$ cat config.mk
export PLATFORM = sky130hd
export DESIGN_NAME = fb_arbiter
export DESIGN_NICKNAME = d
export VERILOG_FILES = /design/src/rtl/fb_arbiter.sv
export SDC_FILE = /design/constraint.sdc
export NUM_CORES = 1
export LEC_CHECK = 0
export CAP_MARGIN = 10
export CORE_UTILIZATION = 45
export CTS_CLUSTER_SIZE = 25
export DETAILED_ROUTE_END_ITERATION = 6
export PLACE_DENSITY = 0.86
export SLEW_MARGIN = 25
export SYNTH_ARGS = -nofsm -noshare
export SYNTH_HDL_FRONTEND = slang
export SYNTH_SLANG_ARGS = --single-unit
$ cat constraint.sdc
create_clock -name clk -period 5.35 [get_ports clk]
set_clock_uncertainty 0.05 [all_clocks]
set_input_delay 0.535 -clock clk [delete_from_list [all_inputs] [get_ports clk]]
set_output_delay 0.535 -clock clk [all_outputs]
set_load 0.05 [all_outputs]
$ cat src/rtl/fb_arbiter.sv
`default_nettype none
// ============================================================================
//  Module   : fb_arbiter
//  Purpose  : Shares one single-port, 1-cycle-latency pixel BRAM among the
//             XVGA scan-out reader (absolute priority), a host pixel writer
//             and a host pixel reader (round-robin between the two hosts).
//             All memory-side signals are registered; read data returns a
//             fixed 3 cycles after the request is accepted.
//  Revision : 1.0  initial release
//
//  Optional feature macro: FB_ARB_VBLANK_WRITE_EN
//    defined   -> host writes are grantable only while vblank=1
//    undefined -> vblank is ignored
//
//  Ports:
//    clk, rst_n                 clock, asynchronous active-low reset
//    vid_req/vid_addr           scan-out read request and address
//    vid_data/vid_data_valid    scan-out pixel return and 1-cycle pulse
//    wr_valid/wr_ready          host write handshake
//    wr_addr/wr_data            host write address and pixel
//    rd_valid/rd_ready          host read handshake
//    rd_addr                    host read address
//    rd_data/rd_data_valid      host read pixel return and 1-cycle pulse
//    vblank                     vertical blank flag (optional feature only)
//    stat_clr                   synchronous clear of host_stall_cnt
//    host_stall_cnt             saturating count of host-stalled cycles
//    mem_en/mem_we/mem_addr/mem_din/mem_dout   BRAM port
// ============================================================================
module fb_arbiter #(
    parameter int ADDR_W = 16,
    parameter int DATA_W = 12,
    parameter int CNT_W  = 16
) (
    input  logic              clk,
    input  logic              rst_n,
    input  logic              vid_req,
    input  logic [ADDR_W-1:0] vid_addr,
    output logic [DATA_W-1:0] vid_data,
    output logic              vid_data_valid,
    input  logic              wr_valid,
    output logic              wr_ready,
    input  logic [ADDR_W-1:0] wr_addr,
    input  logic [DATA_W-1:0] wr_data,
    input  logic              rd_valid,
    output logic              rd_ready,
    input  logic [ADDR_W-1:0] rd_addr,
    output logic [DATA_W-1:0] rd_data,
    output logic              rd_data_valid,
    input  logic              vblank,
    input  logic              stat_clr,
    output logic [CNT_W-1:0]  host_stall_cnt,
    output logic              mem_en,
    output logic              mem_we,
    output logic [ADDR_W-1:0] mem_addr,
    output logic [DATA_W-1:0] mem_din,
    input  logic [DATA_W-1:0] mem_dout
);

    // Access tag carried alongside each memory access
    typedef enum logic [1:0] {
        TAG_NONE = 2'd0,
        TAG_VID  = 2'd1,
        TAG_WR   = 2'd2,
        TAG_RD   = 2'd3
    } tag_e;

    // Round-robin state: which host was granted most recently
    typedef enum logic [0:0] {
        HOST_WR = 1'b0,
        HOST_RD = 1'b1
    } host_e;

    host_e             last_host_q, last_host_d;
    tag_e              stage1_q, stage1_d;
    tag_e              stage2_q, stage2_d;
    logic              mem_en_q, mem_en_d;
    logic              mem_we_q, mem_we_d;
    logic [ADDR_W-1:0] mem_addr_q, mem_addr_d;
    logic [DATA_W-1:0] mem_din_q, mem_din_d;
    logic [DATA_W-1:0] vid_data_q, vid_data_d;
    logic              vid_data_valid_q, vid_data_valid_d;
    logic [DATA_W-1:0] rd_data_q, rd_data_d;
    logic              rd_data_valid_q, rd_data_valid_d;
    logic [CNT_W-1:0]  stall_cnt_q, stall_cnt_d;

    tag_e              w_grant;
    logic              w_wr_eligible;
    logic              w_stall;

`ifdef FB_ARB_VBLANK_WRITE_EN
    // Writes outside vertical blank are treated as not requesting, so the
    // round-robin never hands them a slot they could not use.
    assign w_wr_eligible = wr_valid & vblank;
`else
    logic  w_unused_vblank;
    assign w_unused_vblank = vblank;
    assign w_wr_eligible   = wr_valid;
`endif

    // ------------------------------------------------------------------
    // Grant decision (combinational) and round-robin next state
    // ------------------------------------------------------------------
    always_comb begin
        w_grant     = TAG_NONE;
        last_host_d = last_host_q;

        // While reset is asserted nothing is granted, so the handshake
        // outputs read 0 along with everything else.
        if (!rst_n) begin
            w_grant = TAG_NONE;
        end else if (vid_req) begin
            w_grant = TAG_VID;
        end else if (w_wr_eligible && rd_valid) begin
            w_grant = (last_host_q == HOST_RD) ? TAG_WR : TAG_RD;
        end else if (w_wr_eligible) begin
            w_grant = TAG_WR;
        end else if (rd_valid) begin
            w_grant = TAG_RD;
        end

        if (w_grant == TAG_WR) begin
            last_host_d = HOST_WR;
        end else if (w_grant == TAG_RD) begin
            last_host_d = HOST_RD;
        end
    end

    assign wr_ready = (w_grant == TAG_WR);
    assign rd_ready = (w_grant == TAG_RD);
    assign w_stall  = (wr_valid | rd_valid) & ~(wr_ready | rd_ready);

    // ------------------------------------------------------------------
    // Memory-side request, tag pipeline, read return and stall counter
    // ------------------------------------------------------------------
    always_comb begin
        mem_en_d   = (w_grant != TAG_NONE);
        mem_we_d   = (w_grant == TAG_WR);
        mem_addr_d = mem_addr_q;
        mem_din_d  = mem_din_q;

        case (w_grant)
            TAG_VID: mem_addr_d = vid_addr;
            TAG_RD:  mem_addr_d = rd_addr;
            TAG_WR: begin
                mem_addr_d = wr_addr;
                mem_din_d  = wr_data;
            end
            default: mem_addr_d = mem_addr_q;
        endcase

        // Writes produce no return data, so they ride the pipeline as NONE.
        stage1_d = (w_grant == TAG_WR) ? TAG_NONE : w_grant;
        stage2_d = stage1_q;

        // stage2 lines up with the cycle in which mem_dout carries the data.
        vid_data_valid_d = (stage2_q == TAG_VID);
        rd_data_valid_d  = (stage2_q == TAG_RD);
        vid_data_d       = (stage2_q == TAG_VID) ? mem_dout : vid_data_q;
        rd_data_d        = (stage2_q == TAG_RD)  ? mem_dout : rd_data_q;

        stall_cnt_d = stall_cnt_q;
        if (stat_clr) begin
            stall_cnt_d = '0;
        end else if (w_stall && (stall_cnt_q != {CNT_W{1'b1}})) begin
            stall_cnt_d = stall_cnt_q + {{(CNT_W-1){1'b0}}, 1'b1};
        end
    end

    always_ff @(posedge clk or negedge rst_n) begin
        if (!rst_n) begin
            last_host_q      <= HOST_RD;
            stage1_q         <= TAG_NONE;
            stage2_q         <= TAG_NONE;
            mem_en_q         <= 1'b0;
            mem_we_q         <= 1'b0;
            mem_addr_q       <= '0;
            mem_din_q        <= '0;
            vid_data_q       <= '0;
            vid_data_valid_q <= 1'b0;
            rd_data_q        <= '0;
            rd_data_valid_q  <= 1'b0;
            stall_cnt_q      <= '0;
        end else begin
            last_host_q      <= last_host_d;
            stage1_q         <= stage1_d;
            stage2_q         <= stage2_d;
            mem_en_q         <= mem_en_d;
            mem_we_q         <= mem_we_d;
            mem_addr_q       <= mem_addr_d;
            mem_din_q        <= mem_din_d;
            vid_data_q       <= vid_data_d;
            vid_data_valid_q <= vid_data_valid_d;
            rd_data_q        <= rd_data_d;
            rd_data_valid_q  <= rd_data_valid_d;
            stall_cnt_q      <= stall_cnt_d;
        end
    end

    assign mem_en         = mem_en_q;
    assign mem_we         = mem_we_q;
    assign mem_addr       = mem_addr_q;
    assign mem_din        = mem_din_q;
    assign vid_data       = vid_data_q;
    assign vid_data_valid = vid_data_valid_q;
    assign rd_data        = rd_data_q;
    assign rd_data_valid  = rd_data_valid_q;
    assign host_stall_cnt = stall_cnt_q;

endmodule
`default_nettype wire

==> results.yml <==
timing:
  drv_slew: 0
  fmax_mhz: 279
  hold_viol: 0
  tns_ns: 0
  rsz0062_at_grt: "false"
  slew_headroom_pct: 46.0
  finalCriticalPeriod_ns: 3.58
  finalCritPeriodShare_pct: 67.0
  timing.final.ws_setup_ns: 1.77
  worstMarginPinSlew_ns: 0.808
  finalSetupViolCount: 0
route:
  totalWireLength_um: 9150
  drt_first_pass_iters: 4
  route.detailed.wl_per_inst_um: 16.6
  drc: 0
  vias_per_cell: 5.47
  drt_iter0_drc: 110
  antenna_left: 0
  routed-via-count: 3006
clocking:
  clockBufferDepth: 2
  ctsHoldBuffers: 0
  cts_resized: 0
  clkSlewWorstSetupHoldPaths_ns: 0.08
  cts_setup_buffers: 0
  cts_max_level: 3
  cts_made_buffers: 9
  root_buffer: "clkbuf_8"
  cts_tree: "yes"
  clock-sinks: 77
  clk_latency_ns: 0.34
worst_setup_path:
  cp_data_arrival_time_ns: 3.00
  crit_fanout: 18
  cp.required_ns: 4.76
  slowest_delay_ns: 0.94
  slowest_stage: "clkdlybuf4s50_1"
  crit_path_frequent_cell: "clkdlybuf4s50_1"
  cp_cell_sequence: "clkdlybuf4s50_1 -> a21boi_0 -> and2_1 -> clkdlybuf4s50_1"
  crit_type: "primary input to output pin"
  cp-end-kind: "output pin"
  startpoint_type: "primary input"
layout:
  syn2layout_area_growth_pct: 54.8
  fin_util_pct: 72.2
  drive_above_1_share_pct: 14.6
  fillCellCount: 535
  nets: 526
  final_cell_area_um2: 5240
  antennaDiodeCount: 0
synth:
  synth.most_common_cell: "dfrtp_1"
  synth_top_cell_area_share_pct: 56.2
  syn_avg_cell_area_um2: 11.4
  synth-edff-count: 0
  ys.flop_type: "dfrtp_1"
  synth_seq_area_share_pct: 57.0
  synthTopCellsByArea: "dfrtp_1 56%, mux2_2 13%, a22oi_1 3.5%"
  synth_cell_types: 39
  syn_nets: 377
  synth_area_um2: 3380
  yosys_warnings: 0
  yosysTopAreaCell: "dfrtp_1"
  netlist_instances: 297
  ys_ff_latch: 77
  synth_common_cells: "76 x dfrtp_1, 40 x mux2_2, 25 x nand2_1"
  synthArstFlopShare_pct: 100
hold_path:
  hp-class: "primary input to async pin"
job:
  drv_cap: 0
die:
  num_io_pins: 153
  core_region_area_um2: 7250
  die_h_um: 88.7
  dieArea_um2: 7870
  num_rows: 31
  initial_core_util_pct: 46.7
  die_x_um: 88.7
placement:
  place_area_um2: 4980
  port-buffer-count: 151
  dp_hpwl_um: 6450
  place_ws_ns: 1.77
  gp_routability_congestion: 0.826
pwr:
  p_leak_uw: 0.00209
  irDropWorstVdd_uv: 245
  pwr_density_cell_nw_per_um2: 367
  p_total_uw: 1920
global_route:
  grt_max_degree: 80
  antenna_found_initial: 0
  grt_pass1_vias: 2852
  grt_first_pass_wirelength_um: 14200
  grt_use_total_pct: 23.7
  grt_overflow_total: 0
status:
  outcome: "finished, final reports clean"
sequential cells by signal, indices dropped and copies added (netlist names), 2 cells and up:
name            cells
host_stall_cnt     16
mem_addr           16
mem_din            12
rd_data            12
vid_data           12
stage1_q            2
stage2_q            2
area by class of cell:
cell class	instances	area [um2]	area share, %
clock buffers	10	138	2.63
clock inverters	6	118	2.25
inverters	3	11.3	0.215
multi-input cells	201	1390	26.4
flip-flops and latches	77	1930	36.8
well taps	99	124	2.36
repair buffers	154	1540	29.3
critical path: cells and delay by family:
kind | cells | cell delay (ns)
simple gates | 1 | 0.65
compound gates | 1 | 0.33
buf+inv | 2 | 1.47
final timing paths:
check	slack (ns)	to	from	depth (start not counted)
min in group clk	0.30	stage2_q[0]$_DFF_PN0_	stage1_q[0]$_DFF_PN0_	0
hold / removal	0.28	rd_data_valid$_DFF_PN0_	rst_n	2
max in group asynchronous	4.51	host_stall_cnt[1]$_DFFE_PN0P_	rst_n	2
setup / recovery	1.77	rd_ready	rd_valid	4
setup reg to reg	3.06	host_stall_cnt[14]$_DFFE_PN0P_	host_stall_cnt[0]$_DFFE_PN0P_	5
hold reg to reg	0.30	stage2_q[0]$_DFF_PN0_	stage1_q[0]$_DFF_PN0_	0
layer usage:
| layer | global-route usage, % | share of wire [%] | wire length (um) |
|---|---|---|---|
| met4 | 7.62 | 1.8 | 166 |
| met3 | 6.34 | 7.2 | 658 |
| met2 | 39.6 | 50 | 4570 |
| met5 | 0 | 0 | 0 |
| met1 | 30.1 | 41 | 3760 |
cell usage in the layout, fill, tap and decap left out, types with 2 or more instances in the layout:
cell             instances
nor2_1                  21
nand2_1                 25
inv_1                    3
buf_4                    3
or4_1                    6
nor3_1                   6
o21ai_0                  4
or3_1                    5
mux2_2                  40
clkbuf_8                10
a21oi_1                  8
dfrtp_1                 76
nand4_1                  4
nand3_1                  7
nor2b_1                  5
nand3b_1                 2
a22oi_1                 16
o31ai_1                  5
nor4_1                   6
clkdlybuf4s50_1        150
a31oi_1                 18
and2_1                   3
nand2b_1                 3
bufinv_16                3
power breakdown:
part	total [uW]	switching, uW	leakage (uW)	internal (uW)
logic	666	411	0.00103	255
clock network	545	218	0.000125	327
registers	713	46.1	0.000939	667
total	1920	675	0.00209	1250
metrics by stage:
step / cells / hold slack [ns]
4_1_cts: 550 / 0.304
5_1_grt: 550 / 0.306
3_5_place_dp: 534 / 0.286
2_1_floorplan: 297 / 0.189
6_report: 550 / 0.277
3_3_place_gp: 534 / 0.282
logic make-up (layout without fill, tap and decap cells):
group / Yosys count / in the layout / share of synthesized area (%)
adder cells (fa/ha/maj): 1 / 1 / 0.370
flip-flops: 77 / 77 / 57.0
multiplexers: 41 / 41 / 13.6
AND/OR/NAND/NOR: 101 / 101 / 15.5
AO/OA/AOI/OAI: 58 / 58 / 11.3
buffers and inverters: 19 / 173 / 2.22
No activity file was read; power rests on OpenSTA's default activity.
